--- config.mk ---
export PLATFORM = sky130hd
export DESIGN_NAME = mul_unit
export DESIGN_NICKNAME = d
export VERILOG_FILES = /design/src/rtl/mul_unit.sv
export SDC_FILE = /design/constraint.sdc
export NUM_CORES = 1
export LEC_CHECK = 0
export CAP_MARGIN = 25
export CORE_ASPECT_RATIO = 0.7
export CORE_UTILIZATION = 37
export DETAILED_ROUTE_END_ITERATION = 10
export GPL_TIMING_DRIVEN = 0
export HOLD_SLACK_MARGIN = 0.12
export SLEW_MARGIN = 20
export SYNTH_ARGS = -nofsm -noshare
export SYNTH_HDL_FRONTEND = slang
export SYNTH_SLANG_ARGS = --single-unit
export TNS_END_PERCENT = 1
--- constraint.sdc ---
create_clock -name clk -period 7.5 [get_ports clk]
set_input_delay 2.25 -clock clk [delete_from_list [all_inputs] [get_ports clk]]
set_output_delay 2.25 -clock clk [all_outputs]
set_load 0.02 [all_outputs]
--- src/rtl/mul_unit.sv ---
// mul_unit: multicycle unsigned shift-add multiplier feeding the Hi/Lo register.
// One multiplier bit is retired per RUN cycle; the 64-bit product is presented
// on MULAns together with a one-cycle Hi/Lo write command on HiLoSignal.
module mul_unit #(
  parameter int WIDTH = 32
) (
  input  logic               clk,
  input  logic               reset,
  input  logic               start,
  input  logic [5:0]         Signal,
  input  logic [WIDTH-1:0]   dataA,
  input  logic [WIDTH-1:0]   dataB,
  output logic [2*WIDTH-1:0] MULAns,
  output logic [5:0]         HiLoSignal,
  output logic               busy,
  output logic               done
);

  localparam int CW = $clog2(WIDTH);
  localparam logic [CW-1:0] LAST_STEP = CW'(WIDTH - 1);
  localparam logic [5:0] OP_MULTU = 6'b111111;
  localparam logic [5:0] OP_MADDU = 6'b111110;

  typedef enum logic [1:0] {
    IDLE = 2'd0,
    RUN  = 2'd1,
    DONE = 2'd2
  } state_t;

  state_t             state;
  logic [WIDTH-1:0]   mcand;
  logic [2*WIDTH-1:0] product;
  logic [CW-1:0]      counter;
  logic [5:0]         op;

  logic [WIDTH-1:0]   addend;
  logic [WIDTH:0]     sum;
  logic [2*WIDTH-1:0] next_product;

  // Only MULTU and MADDU start a multiply; everything else is ignored.
  function automatic logic is_valid_op(input logic [5:0] code);
    return (code == OP_MULTU) || (code == OP_MADDU);
  endfunction

  // One shift-add step: conditionally add the multiplicand to the upper half,
  // keep the carry as the new MSB and shift the whole product right by one.
  always_comb begin
    addend       = product[0] ? mcand : '0;
    sum          = {1'b0, product[2*WIDTH-1:WIDTH]} + {1'b0, addend};
    next_product = {sum, product[WIDTH-1:1]};
  end

  // Control FSM, datapath registers and registered outputs.
  always_ff @(posedge clk) begin
    if (reset) begin
      state      <= IDLE;
      mcand      <= '0;
      product    <= '0;
      counter    <= '0;
      op         <= 6'b000000;
      MULAns     <= '0;
      HiLoSignal <= 6'b000000;
      busy       <= 1'b0;
      done       <= 1'b0;
    end else begin
      case (state)
        IDLE: begin
          done       <= 1'b0;
          HiLoSignal <= 6'b000000;
          if (start && is_valid_op(Signal)) begin
            mcand   <= dataA;
            op      <= Signal;
            product <= {{WIDTH{1'b0}}, dataB};
            counter <= '0;
            busy    <= 1'b1;
            state   <= RUN;
          end else begin
            busy  <= 1'b0;
            state <= IDLE;
          end
        end
        RUN: begin
          product <= next_product;
          counter <= counter + CW'(1);
          if (counter == LAST_STEP) begin
            // Final step: publish the finished product directly.
            MULAns     <= next_product;
            HiLoSignal <= op;
            done       <= 1'b1;
            state      <= DONE;
          end else begin
            state <= RUN;
          end
        end
        DONE: begin
          done       <= 1'b0;
          HiLoSignal <= 6'b000000;
          busy       <= 1'b0;
          state      <= IDLE;
        end
        default: begin
          done       <= 1'b0;
          HiLoSignal <= 6'b000000;
          busy       <= 1'b0;
          state      <= IDLE;
        end
      endcase
    end
  end

endmodule
# ---- Yosys cells after proc, flatten, opt, wreduce, memory -nomap -nowiden
# Cells that the tools add are included.
dict set report classes {
  addsub 2
  n_eq_ne 5
  n_mux 10
  bitwise_logic 1
  n_reduce_logical 8
}
# op count
set ops {}
lappend ops {{$pmux W64 S2} 1}
lappend ops {{$mux W64} 1}
lappend ops {{$add A32 B32 Y33} 1}
lappend ops {{$mux W32} 1}
lappend ops {{$eq A6 B6 Y1 const B} 2}
lappend ops {{$pmux W5 S2} 1}
lappend ops {{$reduce_and A2 Y1} 3}
lappend ops {{$add A5 B1 Y5 const B} 1}
lappend ops {{$eq A5 B5 Y1 const B} 1}
lappend ops {{$mux W5} 1}
lappend ops {{$pmux W2 S2} 1}
lappend ops {{$eq A2 B1 Y1 const B} 1}
lappend ops {{$logic_not A2 Y1} 1}
lappend ops {{$mux W1} 2}
lappend ops {{$mux W2} 1}
lappend ops {{$ne A2 B2 Y1 const B} 1}
lappend ops {{$pmux W1 S2} 1}
lappend ops {{$reduce_bool A2 Y1} 1}
lappend ops {{$reduce_or A2 Y1} 1}
lappend ops {{$logic_and A1 B1 Y1} 1}
lappend ops {{$logic_or A1 B1 Y1} 1}
lappend ops {{$not A1 Y1} 1}
dict set report totals {
  reg_bits 181
  in_bits 73
  output_inout_bits 72
  wordCells 35
}

# ---- Logic depth before layout (Yosys ltp)
dict set report logic_depth {
  word_depth 5
  depth_mapped 11
  depth_no_buf 11
}

# ---- Worst setup path before layout
# OpenSTA, ideal clock, no wires.
dict set report synth_timing {
  kind {input to register}
  from {input port Signal[1]}
  to {register product[31]}
  setup_ps 74
  t_arrival_ps 3361
  required_ps 7426
  path_slack_ps 4065
  path_stages 5
  path_buffers 1
  cell_sequence {nand2_1 -> nor4_2 -> clkbuf_1 -> a22oi_1 -> o21ai_0}
}
dict set report synth_via {
  elab_chain_len 5
  elab_cells_between_ends 6
  classes_between {eq/ne: 3; reduce/logical: 3}
}
# item line_no
set synth_lines {}
lappend synth_lines {{from (decl)} 10} ;# input logic [5:0] Signal,
lappend synth_lines {{$eq A6 B6 Y1} 42} ;# return (code == OP_MULTU) || (code == OP_MADDU);
lappend synth_lines {{$logic_or A1 B1 Y1 *} 42}
lappend synth_lines {{$logic_and A1 B1 Y1 *} 70} ;# if (start && is_valid_op(Signal)) begin
lappend synth_lines {{$ne A2 B2 Y1 (no source line) *} --}
lappend synth_lines {{$reduce_and A2 Y1 (no source line) *} --}
lappend synth_lines {{to (signal assigned)} 73} ;# product <= {{WIDTH{1'b0}}, dataB};
lappend synth_lines {{to (signal assigned)} 83} ;# product <= next_product;
lappend synth_lines {{to (decl)} 32} ;# logic [2*WIDTH-1:0] product;
# Mark *: on every way between the ends. The rest lies on a longest branch, timed or not.
# A chain may end at the register's enable or synchronous reset.

==> flow_summary.toml <==
[yosys]
synth_area_sq_mm = 0.008446
synth_top_cells_by_count = "dfxtp_1 (181), nand2_1 (179), a21oi_1 (94)"
yosys_warnings = 0
postSynthRegisterBits = 181
synth_largest_type_area_fraction_pct = 42.90
netlist_instances = 988
synthFlopType = "dfxtp_1"
ys_top_cells_by_area = "dfxtp_1 (43%), nand2_1 (8.0%), a21oi_1 (5.6%)"
postSynthAreaPerCell_sq_um = 8.548
synth-edff-count = 0
async_flop_share_pct = 0
synth_largest_area_cell = "dfxtp_1"
synth_seq_area_share_pct = 42.90
synth_cell_type_count = 73
synthesis.nets = 1096
cell_with_the_most_instances_after_synthesis = "dfxtp_1"

[critical_path]
critical_path_slowest_stage_cell = "clkbuf_1"
rrSetupSlack_ps = 4020
critical_path.startpoint_type = "input pin"
crit_required_ps = 7790
critPathMostFrequentCell = "clkbuf_1"
critical_path.top_delay_family = "buffers and inverters"
worst_setup_end_kind = "flop"
crit_path_max_fanout = 10
cp.buffers_inverters = 4
path_cells = "clkdlybuf4s50_1 > clkbuf_1 > nand2b_1 > clkbuf_1 > clkbuf_1 > o21ai_0"
r2r-start = "product[0]$_SDFFE_PP0P_"
worstSetupStartpoint = "reset"
timing.setup.critical_path_class = "in2reg"
arrival_ps = 4680
critical_path.max_stage_delay_ps = 640

[die]
die_area_sq_mm = 0.02344
die-width_um = 182.6
pin_count = 145
dieHeight_um = 128.4
initial_utilization_pct = 38.36
num_rows = 45
core_region_area_sq_mm = 0.02201

[power_and_ir_drop]
power_mw = 1.989
powerDensity_mw_per_mm2 = 182.7
total_leakage_power_nw = 4.019
worst_ir_drop_vdd_uv = 156.7

[flow_run]
maxcap_viol_count = 0

[global_route]
grt_start_max_net_pins = 17
global_route_wire_length_before_repair_um = 40400
track_usage_pct = 22.63
number_of_antenna_violations_at_the_first_check_in_global_routing = 0
vias_in_the_first_global_route = 7007
grt.overflow.total = 0

[detailed_routing]
dr.max_layer_used = "met4"
post_drt_via_cell_ratio = 5.242
wl_met3_um = 1548
postRouteAntennaNets = 0
dr.pass1.iters = 5
drt_wl_cell_um = 17.88
drc = 0
routed_wirelength_um = 26260
routedLengthMet1_um = 14270
met2WireLength_um = 10120
dr_total_vias = 7700
detail_route.iter0.violations = 574

[clock_tree]
cts_tree = "built"
cts-resized-gates = 0
cts_root_buffer = "clkbuf_16"
clock_path_buffers = 2
postCtsSetupBuffers = 0
postCtsHoldBufs = 0
tritoncts.num_buffers = 17
clkSinkCount = 181
clk-insertion-delay-late_ps = 440
clkTransAtPathRegs_ps = 60
htreeDepth = 4

[timing]
setup_viol_count_final = 0
timing_hold_violations_final = 0
timing_max_transition_violations_final = 0
tightest_hold_margin_ps = 451.4
layout_min_cycle_time_ps = 4394
postLayoutSetupSlackWorst_ps = 3106
fmax_ghz = 0.2276
unrepaired_setup_endpoints_after_global_routing = "false"
timing.final.crit_share_pct = 58.59
maxSlewHeadroom_pct = 39.41
worstMarginPinSlew_ps = 902.1
clock-skew-final_ps = 13.41
timing.setup.tns_ps = 0

[worst_hold_path]
hold_path_class = "reg2reg"
hp-start = "mcand[4]$_SDFFE_PP0P_"

[placement]
dp.cells = 1437
numPortBuffers = 144
routabilityCongestion = 0.9143
preCtsSetupSlack_ps = 2719
dpl.hpwl_um = 19380

[final_layout]
diodes = 0
post_route_cells_drive_above_1_share_pct = 6.529
final_net_count = 1259
area_growth_syn_to_layout_pct = 28.92
post_layout_nonfiller_instances = 1469

[outcome]
outcome = "completed"
[layout by cell type (no fill, tap or decap), types with 6 or more instances in the layout]
| cell type | n |
|---|---|
| o21a_1 | 7 |
| xnor2_1 | 13 |
| dfxtp_1 | 181 |
| clkbuf_16 | 17 |
| nand3_1 | 18 |
| clkdlybuf4s50_1 | 144 |
| a21o_1 | 13 |
| a22oi_1 | 33 |
| nand2_1 | 179 |
| ha_1 | 34 |
| nor2_1 | 55 |
| xor2_1 | 12 |
| a22o_1 | 51 |
| nand4_1 | 11 |
| o21ai_0 | 61 |
| mux2i_1 | 8 |
| and2_1 | 33 |
| inv_1 | 10 |
| a211oi_1 | 6 |
| buf_2 | 12 |
| nor3_1 | 8 |
| a21oi_1 | 94 |
| clkbuf_1 | 57 |
[through the flow]
step | utilization, % | area, sq um
after detailed placement | 46.68 | 10280
after CTS | 49.46 | 10890
after floorplan | - | 8446
after global routing | 49.46 | 10890
final | 49.46 | 10890
after global placement | 46.64 | 10270
[registers in the layout, summed over array words and instances, names as in the netlist]
name,flops
product,64
HiLoSignal,6
op,6
busy,1
done,1
counter,5
mcand,32
MULAns,64
state,2
[power breakdown]
group	switching [mW]	internal [mW]	total, mW
Combinational	0.0393	0.0392	0.0784
Clock	0.400	0.545	0.945
Sequential	0.00207	0.964	0.966
[final timing paths]
path | end | cells after the start
max | product[54]$_SDFFE_PP0P_ | 6
min | mcand[4]$_SDFFE_PP0P_ | 2
max reg2reg | MULAns[53]$_SDFFE_PP0P_ | 10
min reg2reg | mcand[4]$_SDFFE_PP0P_ | 2
[routing by layer]
metal,GRT usage (%),up-vias
li1,-,3846
met1,36.00,3605
met2,29.93,227
met3,4.614,22
met4,6.031,0
met5,0,-
[logic make-up after synthesis]
kind of cell,share of synthesized area [%]
multiplexers,0.9482
flip-flops,42.90
AND/OR/NAND/NOR,17.76
XOR/XNOR,2.593
adder cells (fa/ha/maj),5.274
buffers and inverters,4.267
AO/OA/AOI/OAI,26.25
[worst min-delay path, cell delays in order (launching register included)]
cell	delay, ps
dfxtp_1	310
nand2_1	50
a21oi_1	50
[final cells by class]
class                           count  area (sq um)
Buffer                             73         319.1
Clock buffer                       22         464.2
Clock inverter                     10         146.4
Fill cell                        2107         11130
Inverter                           11         41.29
Multi-Input combinational cell    723          4471
Sequential cell                   181          3623
Tap cell                          305         381.6
Timing Repair Buffer              144          1441
Power figures use the tool's default switching activity.
